==> config.mk <==
export PLATFORM = sky130hd
export DESIGN_NAME = mor1kx_multicore_exit_monitor
export DESIGN_NICKNAME = d
export VERILOG_FILES = /design/src/rtl/mor1kx_monitor_pkg.sv /design/src/rtl/mor1kx_core_exit_tracker.sv /design/src/rtl/mor1kx_multicore_exit_monitor.sv
export SDC_FILE = /design/constraint.sdc
export NUM_CORES = 1
export LEC_CHECK = 0
export BUFFER_PORTS_ARGS = -buffer_cell sky130_fd_sc_hd__buf_2
export CAP_MARGIN = 10
export CORE_MARGIN = 8
export CORE_UTILIZATION = 28
export CTS_CLUSTER_DIAMETER = 80
export DETAILED_ROUTE_END_ITERATION = 16
export PLACE_DENSITY = 0.61
export SYNTH_ARGS = -nofsm -noshare
export SYNTH_HDL_FRONTEND = slang
export SYNTH_SLANG_ARGS = --single-unit
==> constraint.sdc <==
create_clock -name wb_clk_i -period 2.1 [get_ports wb_clk_i]
set_input_delay 0.42 -clock wb_clk_i [delete_from_list [all_inputs] [get_ports wb_clk_i]]
set_output_delay 0.42 -clock wb_clk_i [all_outputs]
set_load 0.01 [all_outputs]
==> src/rtl/mor1kx_monitor_pkg.sv <==
// mor1kx_monitor_pkg: shared decode constants, per-core state and sizing helper for the exit monitor.
package mor1kx_monitor_pkg;
    localparam logic [7:0]  OPC_NOP    = 8'h15;
    localparam logic [15:0] NOP_EXIT   = 16'h0001;
    localparam logic [15:0] NOP_REPORT = 16'h0002;
    localparam logic [4:0]  REG_R3     = 5'd3;

    typedef enum logic {RUN, DONE} core_state_e;

    function automatic int clog2_min1(input int n);
        return n > 1 ? $clog2(n) : 1;
    endfunction
endpackage

==> src/rtl/mor1kx_core_exit_tracker.sv <==
// mor1kx_core_exit_tracker: one core's r3 shadow, run/done state, retire counter, exit code and pending report.
module mor1kx_core_exit_tracker import mor1kx_monitor_pkg::*; #(
    parameter int CNT_WIDTH = 32
) (
    input  logic                 clk,
    input  logic                 rst_n,
    input  logic                 valid,
    input  logic [31:0]          insn,
    input  logic [4:0]           wbreg,
    input  logic                 wben,
    input  logic [31:0]          wbdata,
    input  logic                 clr,
    output logic                 done,
    output logic                 fail,
    output logic [31:0]          exit_code,
    output logic [CNT_WIDTH-1:0] insn_count,
    output logic                 pend,
    output logic [31:0]          pend_data
);
    core_state_e state;
    logic [31:0] r3;
    logic        run, is_nop, unused_insn;

    assign run         = valid && state == RUN;
    assign is_nop      = insn[31:24] == OPC_NOP;
    assign unused_insn = ^insn[23:16];
    assign done        = state == DONE;
    assign fail        = done && |exit_code;

    // A nop never writes a GPR, so EXIT/REPORT always see the previously committed r3.
    always_ff @(posedge clk or negedge rst_n) begin
        if (!rst_n) begin
            state      <= RUN;
            r3         <= '0;
            exit_code  <= '0;
            insn_count <= '0;
            pend       <= 1'b0;
            pend_data  <= '0;
        end else begin
            if (run) begin
                if (wben && wbreg == REG_R3) r3 <= wbdata;
                if (!(&insn_count)) insn_count <= insn_count + CNT_WIDTH'(1);
                if (is_nop && insn[15:0] == NOP_EXIT) begin
                    state     <= DONE;
                    exit_code <= r3;
                end
            end
            if (run && is_nop && insn[15:0] == NOP_REPORT) begin
                pend      <= 1'b1;
                pend_data <= r3;
            end else if (clr) begin
                pend <= 1'b0;
            end
        end
    end
endmodule

==> src/rtl/mor1kx_multicore_exit_monitor.sv <==
// mor1kx_multicore_exit_monitor: N-core exit/report monitor with round-robin report stream.
// Optional idle timeout enabled by defining MOR1KX_MONITOR_TIMEOUT_EN.
module mor1kx_multicore_exit_monitor import mor1kx_monitor_pkg::*; #(
    parameter int NUMCORES       = 2,
    parameter int CNT_WIDTH      = 32,
    parameter int TIMEOUT_CYCLES = 100000
) (
    input  logic                               wb_clk_i,
    input  logic                               wb_rst_n_i,
    input  logic [NUMCORES-1:0]                traceport_exec_valid_i,
    input  logic [32*NUMCORES-1:0]             traceport_exec_insn_i,
    input  logic [5*NUMCORES-1:0]              traceport_exec_wbreg_i,
    input  logic [NUMCORES-1:0]                traceport_exec_wben_i,
    input  logic [32*NUMCORES-1:0]             traceport_exec_wbdata_i,
    output logic [NUMCORES-1:0]                finish_o,
    output logic                               all_finished_o,
    output logic                               fail_o,
    output logic [32*NUMCORES-1:0]             exit_code_o,
    output logic [CNT_WIDTH*NUMCORES-1:0]      insn_count_o,
    output logic                               report_valid_o,
    input  logic                               report_ready_i,
    output logic [clog2_min1(NUMCORES)-1:0]    report_core_o,
    output logic [31:0]                        report_data_o,
    output logic                               timeout_o
);
    localparam int CW  = clog2_min1(NUMCORES);
    localparam int CW1 = CW + 1;

    logic [NUMCORES-1:0]   fail_core, pend, clr;
    logic [31:0]           pdata [NUMCORES];
    logic [CW-1:0]         ptr, gnt;
    logic [2*NUMCORES-1:0] dbl;
    logic [CW:0]           off, sum;
    logic                  accept;

    for (genvar k = 0; k < NUMCORES; k++) begin : g_core
        assign clr[k] = accept && gnt == CW'(k);
        mor1kx_core_exit_tracker #(.CNT_WIDTH(CNT_WIDTH)) u_trk (
            .clk        (wb_clk_i),
            .rst_n      (wb_rst_n_i),
            .valid      (traceport_exec_valid_i[k]),
            .insn       (traceport_exec_insn_i[32*k +: 32]),
            .wbreg      (traceport_exec_wbreg_i[5*k +: 5]),
            .wben       (traceport_exec_wben_i[k]),
            .wbdata     (traceport_exec_wbdata_i[32*k +: 32]),
            .clr        (clr[k]),
            .done       (finish_o[k]),
            .fail       (fail_core[k]),
            .exit_code  (exit_code_o[32*k +: 32]),
            .insn_count (insn_count_o[CNT_WIDTH*k +: CNT_WIDTH]),
            .pend       (pend[k]),
            .pend_data  (pdata[k])
        );
    end

    // Rotate the pending vector so the first set bit is the distance from the pointer.
    always_comb begin
        dbl = {pend, pend} >> ptr;
        off = '0;
        for (int i = NUMCORES - 1; i >= 0; i--)
            if (dbl[i]) off = CW1'(i);
        sum = {1'b0, ptr} + off;
        gnt = sum >= CW1'(NUMCORES) ? CW'(sum - CW1'(NUMCORES)) : CW'(sum);
    end

    assign report_valid_o = |pend;
    assign report_core_o  = gnt;
    assign report_data_o  = pdata[gnt];
    assign accept         = report_valid_o & report_ready_i;
    assign all_finished_o = &finish_o | timeout_o;
    assign fail_o         = |fail_core | timeout_o;

    // An unaccepted grant parks the pointer on itself so core/data hold while stalled.
    always_ff @(posedge wb_clk_i or negedge wb_rst_n_i) begin
        if (!wb_rst_n_i) ptr <= '0;
        else if (accept) ptr <= gnt == CW'(NUMCORES - 1) ? '0 : gnt + CW'(1);
        else if (report_valid_o) ptr <= gnt;
    end

`ifdef MOR1KX_MONITOR_TIMEOUT_EN
    localparam int TW = $clog2(TIMEOUT_CYCLES + 1);
    logic [TW-1:0] idle;
    logic          active, any_run;

    assign any_run = ~&finish_o;
    assign active  = |(traceport_exec_valid_i & ~finish_o);

    always_ff @(posedge wb_clk_i or negedge wb_rst_n_i) begin
        if (!wb_rst_n_i) begin
            idle      <= '0;
            timeout_o <= 1'b0;
        end else if (active) begin
            idle <= '0;
        end else if (any_run && !timeout_o) begin
            idle <= idle + TW'(1);
            if (idle == TW'(TIMEOUT_CYCLES - 1)) timeout_o <= 1'b1;
        end
    end
`else
    localparam int unused_timeout = TIMEOUT_CYCLES;
    assign timeout_o = 1'b0;
`endif
endmodule
Word level (Yosys, flattened, before mapping)
Cells that the tools add are included.
{"block": "totals", "in_bits": 145, "ram_bits": 0, "mem_count": 0, "latch_bits": 0, "wordCells": 79, "mem_bits_ro": 0, "regBits": 261}
{"block": "classes", "n_reduce_logical": 30, "div_mod_pow": 0, "n_shift": 1, "bitwise": 7, "eq_ne": 8, "multipliers": 0, "magnitude_cmp": 2, "n_addsub": 5, "n_mux": 13}
{"op": "$mux W32", "n": 3}
{"op": "$add A32 B1 Y32 const B", "n": 2}
{"op": "$reduce_and A32 Y1", "n": 2}
{"op": "$reduce_or A32 Y1", "n": 2}
{"op": "$eq A16 B1 Y1 const B", "n": 2}
{"op": "$eq A16 B2 Y1 const B", "n": 2}
{"op": "$eq A8 B5 Y1 const B", "n": 2}
{"op": "$logic_and A1 B1 Y1", "n": 14}
{"op": "$reduce_and A2 Y1", "n": 7}
{"op": "$eq A5 B2 Y1 const B", "n": 2}
{"op": "$mux W1", "n": 10}
{"op": "$reduce_bool A2 Y1", "n": 3}
{"op": "$not A1 Y1", "n": 5}
{"op": "$ge A2 B2 Y1 const B", "n": 2}
{"op": "$reduce_or A2 Y1", "n": 2}
{"op": "$shr A4 B1 Y2", "n": 1}
{"op": "$add A1 B1 Y2", "n": 1}
{"op": "$not A1 Y2", "n": 1}
{"op": "$add A1 B1 Y1 const B", "n": 1}
{"op": "$and A1 B1 Y1", "n": 1}
{"op": "$sub A1 B1 Y1 const B", "n": 1}

Longest topological paths before layout
{"block": "depth", "ltp_word": 10, "mapped_depth": 7, "ltp_nobuf": 6}

Modules after synthesis
From an unflattened synthesis, not the netlist that was laid out.
{"block": "unflattened", "hier_cells": 800, "area_unflattened_um2": 11264.6}
{"module": "mor1kx_core_exit_tracker", "area_each_um2": 5372.7, "n_inst": 2, "cells_per_inst": 374, "seq_area_each_um2": 3253.1}
{"module": "mor1kx_multicore_exit_monitor", "area_each_um2": 519.2, "n_inst": 1, "cells_per_inst": 52, "seq_area_each_um2": 25.0}

Worst setup path after synthesis
No wires, ideal clock.
{"block": "synth_timing", "kind": "reg-to-reg", "from": "reg g_core[1].u_trk.insn_count[0]", "to": "reg g_core[1].u_trk.insn_count[1]", "arrival_ns": 1.905, "path_stages_with_launch": 7, "period_less_slack_ns": 2.030, "slack_ns": 0.070, "cell_sequence": "dfrtp_1 ha_1 and3_1 and2_1 clkbuf_1 a311oi_4 mux2_2"}
{"block": "synth_via", "elab_chain_len": 3, "elab_cells_between_ends": 4, "cone_classes": "1 x add/sub; 1 x bitwise; 2 x reduce/logical"}
{"item": "from (decl)", "line": "mor1kx_core_exit_tracker.sv:16", "source": "output logic [CNT_WIDTH-1:0] insn_count,"}
{"item": "from (signal assigned)", "line": "mor1kx_core_exit_tracker.sv:42", "source": "if (!(&insn_count)) insn_count <= insn_count + CNT_WIDTH'(1);"}
{"item": "parallel branches: the longest is 3 deep, another holds $add A32 B1 Y32"}
Parallel ways; which one is timed is not known.
A chain may end at the register's enable or synchronous reset.

Worst setup path after layout
{"block": "layout_timing", "from": "reg g_core[0].u_trk.exit_code[8]", "to": "out fail_o"}
{"block": "layout_via", "elab_chain_len": 3}
{"item": "from (decl)", "line": "mor1kx_core_exit_tracker.sv:15", "source": "output logic [31:0] exit_code,"}
{"item": "from (signal assigned)", "line": "mor1kx_core_exit_tracker.sv:45", "source": "exit_code <= r3;"}
{"item": "$reduce_or A32 Y1", "line": "mor1kx_core_exit_tracker.sv:28", "source": "assign fail = done && |exit_code;"}
{"item": "$logic_and A1 B1 Y1", "line": "mor1kx_core_exit_tracker.sv:28"}
{"item": "$reduce_or A2 Y1", "line": "mor1kx_multicore_exit_monitor.sv:71", "source": "assign fail_o = |fail_core | timeout_o;"}
{"item": "to (decl)", "line": "mor1kx_multicore_exit_monitor.sv:17", "source": "output logic fail_o,"}
Every way passes these cells.

==> flow_summary_export.csv <==
group,metric,value,unit
routing,vias_per_cell,4.647,
worst_setup_path,r2r_cells,7,
worst_setup_path,cpPeakStageDelay,0.42,ns
yosys,syn-num-nets,950,
yosys,synth.ff_latch_count,261,
routing,met1Wirelength,14.50,mm
die,dieArea,0.04695,mm²
yosys,synthTopCellsByCount,"dfrtp_1 (261), mux2_2 (180), mux2_1 (47), xnor2_1 (43)",
worst_setup_path,critPathMaxFanout,2,
final_layout,final_layout_size_suffix_gt1_share,52.01,%
final_layout,layout.nets,1318,
hold_path,hold_start,"traceport_exec_wbdata_i[47]",
cts,cts_inserted_buffers,34,
worst_setup_path,worstSetupPathType,"register to output pin",
routing,dr.pass1.iters,6,
final_layout,seq_area,0.006533,mm²
final_layout,nFillCells,3815,
timing,worst_pin_slew,0.5719,ns
yosys,ys_warn_count,0,
yosys,synthArstFlopShare,100.0,%
worst_setup_path,startpoint_type,"register",
worst_setup_path,worstPathArrival,2.07,ns
placement,dpl.hpwl,24.46,mm
yosys,synth_top_area_cell,"dfrtp_1",
cts,clk_path_buf_depth,3,
cts,path_clk_slew,0.06,ns
cts,clock_sinks,261,
routing,top_layer,"met5",
final_layout,multi_input_area,0.004574,mm²
hold_path,hold_path.class,"primary input to register",
yosys,synth_edf_count,0,
run,maxCapViolCount,0,
global_routing,gr-usage-all-layers,13.98,%
routing,drt_wl_total,33.85,mm
final_layout,area_delta_synth_final,36.20,%
run_status,violations,"setup timing",
run_status,outcome,"finished with violations",
placement,io_buffers,294,
yosys,ys_top_cells_by_area,"dfrtp_1 (58%), mux2_2 (18%), mux2_1 (4.7%)",
hold_path,min_to,"g_core[1].u_trk.r3[15]$_DFFE_PN0P_",
timing,worst_hold_slack,0.1239,ns
worst_setup_path,reg2reg_to,"g_core[0].u_trk.exit_code[20]$_DFFE_PN0P_",
cts,cts_root_buf,"clkbuf_16",
global_routing,grt_pass1_wl,51.71,mm
final_layout,antenna_cells,0,
timing,period_share,118.7,%
placement,place_ws,-0.1781,ns
timing,max-slew-margin-rel,61.39,%
yosys,synthFlopType,"dfrtp_1",
timing,clock_skew,0.01584,ns
yosys,syn_area,0.01128,mm²
timing,setup_viol,33,
global_routing,grt_max_degree,55,
die,die_h,216.7,µm
power_and_ir_drop,power_leakage,7.920,nW
die,initial_core_util,28.38,%
die,die_w,216.7,µm
power_and_ir_drop,power_density,856.5,mW/mm²
worst_setup_path,crit_start,"g_core[0].u_trk.exit_code[8]$_DFFE_PN0P_",
yosys,syn_area_per_cell,14.08,µm²
cts,clk_latency,0.52,ns
worst_setup_path,crit_chain,"nor4_4, nand4_1, o21ai_1, buf_4, nand2_2, buf_6",
timing,rsz0062_at_grt,"true",
yosys,yosys.area.top_type_share,57.92,%
timing,hold_viol,0,
routing,routed-wl-met2,16.59,mm
routing,num_vias,7979,
worst_setup_path,slowest_stage,"dfrtp_1",
routing,wl_met3,2.123,mm
yosys,synth-seq-area-share,57.92,%
cts,h-tree-depth,2,
hold_path,min_path_cells,2,
routing,drtIter0Drc,378,
routing,wl_per_cell,19.72,µm
worst_setup_path,crit_required,1.68,ns
timing,fin_crit,2.493,ns
timing,maxSlewViolCount,0,
yosys,syn_inst,801,
routing,final_antenna_net_count,0,
timing,fmax,401.1,MHz
worst_setup_path,timing.rr.start,"g_core[0].u_trk.done$_DFFE_PN0P_",
global_routing,grt_pass1_vias,8542,
timing,fin_ws,-0.3931,ns
die,pin_count,312,
die,coreArea,0.03973,mm²
routing,drc_errors,0,
global_routing,grt_overflow,0,
yosys,synth_most_common_cell,"dfrtp_1",
die,rows,73,
worst_setup_path,endpoint_kind,"output pin",
worst_setup_path,ff2ff_setup_slack,0.08,ns
cts,cts_tree,"yes",
placement,place_congestion,0.7615,
global_routing,grt_antenna_before_repair,3,
yosys,synth.distinct_cells,47,
power_and_ir_drop,peakVddDrop,0.5866,mV
[metal layers]
layer,up-vias,track usage [%]
met4,4,3.584
met1,4042,17.65
met5,-,0
met3,44,4.318
li1,3673,-
met2,216,23.05
[worst max-delay path: cells and delay by family, from the launching register on]
kind,cells,cell delay [ns]
buffers and inverters,2,0.28
AOI/OAI and AO/OA,1,0.21
DFF,1,0.42
and+or+nand+nor,3,0.64
[state kept, by name, indices dropped and copies added (netlist names)]
register / flops
g_core.u_trk.done: 2
g_core.u_trk.exit_code: 64
g_core.u_trk.insn_count: 64
g_core.u_trk.pend: 2
g_core.u_trk.pend_data: 64
g_core.u_trk.r3: 64
ptr: 1
[worst max-delay path by stage]
| stage | depth (start not counted) | slack [ns] | to |
|---|---|---|---|
| after floorplan | 6 | 0.07 | g_core[1].u_trk.insn_count[1]$_DFFE_PN0P_ |
| after global placement | 7 | -0.22 | g_core[0].u_trk.exit_code[10]$_DFFE_PN0P_ |
| after detailed placement | 6 | -0.18 | g_core[1].u_trk.exit_code[0]$_DFFE_PN0P_ |
| after CTS | 6 | -0.48 | fail_o |
| after global routing | 6 | -0.49 | fail_o |
| final | 6 | -0.39 | fail_o |
[layout make-up]
type,instances,area share (%)
repair buffers,363,15.96
well taps,525,4.277
flip-flops and latches,261,42.54
clock inverters,11,0.6355
clock buffers,48,6.559
inverters,10,0.2444
multi-input cells,499,29.79
[cell families after synthesis]
logic type	Yosys count	share of synthesized area (%)
flip-flops	261	57.92
AO/OA/AOI/OAI	16	1.454
buffers and inverters	41	2.141
AND/OR/NAND/NOR	189	10.51
XOR/XNOR	61	4.738
multiplexers	227	22.67
other	1	0.03326
adder cells (fa/ha/maj)	5	0.5326
[placed cells by master, fill, tap and decap left out, types with 2 or more instances in the layout]
| cell | count |
|---|---|
| clkinv_2 | 4 |
| clkinvlp_4 | 4 |
| nor4b_4 | 2 |
| nor4b_2 | 2 |
| nor4_4 | 4 |
| dfrtp_1 | 260 |
| and3_1 | 14 |
| ha_1 | 4 |
| nand3_1 | 31 |
| mux2_1 | 47 |
| a41oi_1 | 2 |
| nor3_1 | 4 |
| nor4b_1 | 3 |
| nor4bb_1 | 2 |
| buf_6 | 39 |
| and4_1 | 10 |
| clkbuf_16 | 40 |
| mux2_2 | 174 |
| mux2_4 | 6 |
| nor4_2 | 4 |
| or2_2 | 5 |
| clkbuf_8 | 4 |
| buf_16 | 2 |
| nor4_1 | 27 |
| buf_12 | 10 |
| clkbuf_1 | 7 |
| a31oi_1 | 2 |
| inv_1 | 9 |
| buf_2 | 259 |
| nand2_1 | 23 |
| xnor2_1 | 43 |
| and2_1 | 6 |
| xor2_1 | 18 |
| buf_4 | 48 |
| nor2_1 | 14 |
| nand2b_1 | 2 |
| nand4_1 | 29 |
[report_power, final]
part | switching (W) | internal, W | total (W)
registers | 0.000301 | 0.00534 | 0.00564
logic | 0.000817 | 0.000965 | 0.00178
clock network | 0.00225 | 0.00347 | 0.00573
[per-stage QoR]
stage	util, %	area [µm²]	total power, W	cells	TNS (ns)
finish	38.65	15360	0.01315	1717	-9.945
global route	38.65	15360	0.01375	1717	-12.44
CTS	38.31	15220	0.01336	1713	-11.99
detailed placement	34.50	13710	0.007154	1640	-18.55
global placement	34.50	13710	0.007106	1640	-20.18
floorplan	-	11280	0.006326	801	0
[what timing repair did]
item / CTS / global route
hold buffers: 1 / 0
cloned: 3 / 3
endpoints found under the hold margin: 43 / 0
resized for setup: 53 / 15
setup buffers: 10 / 3
pin swaps: 4 / 4
setup endpoints to repair: 33 / 63
Power figures use the tool's default switching activity.
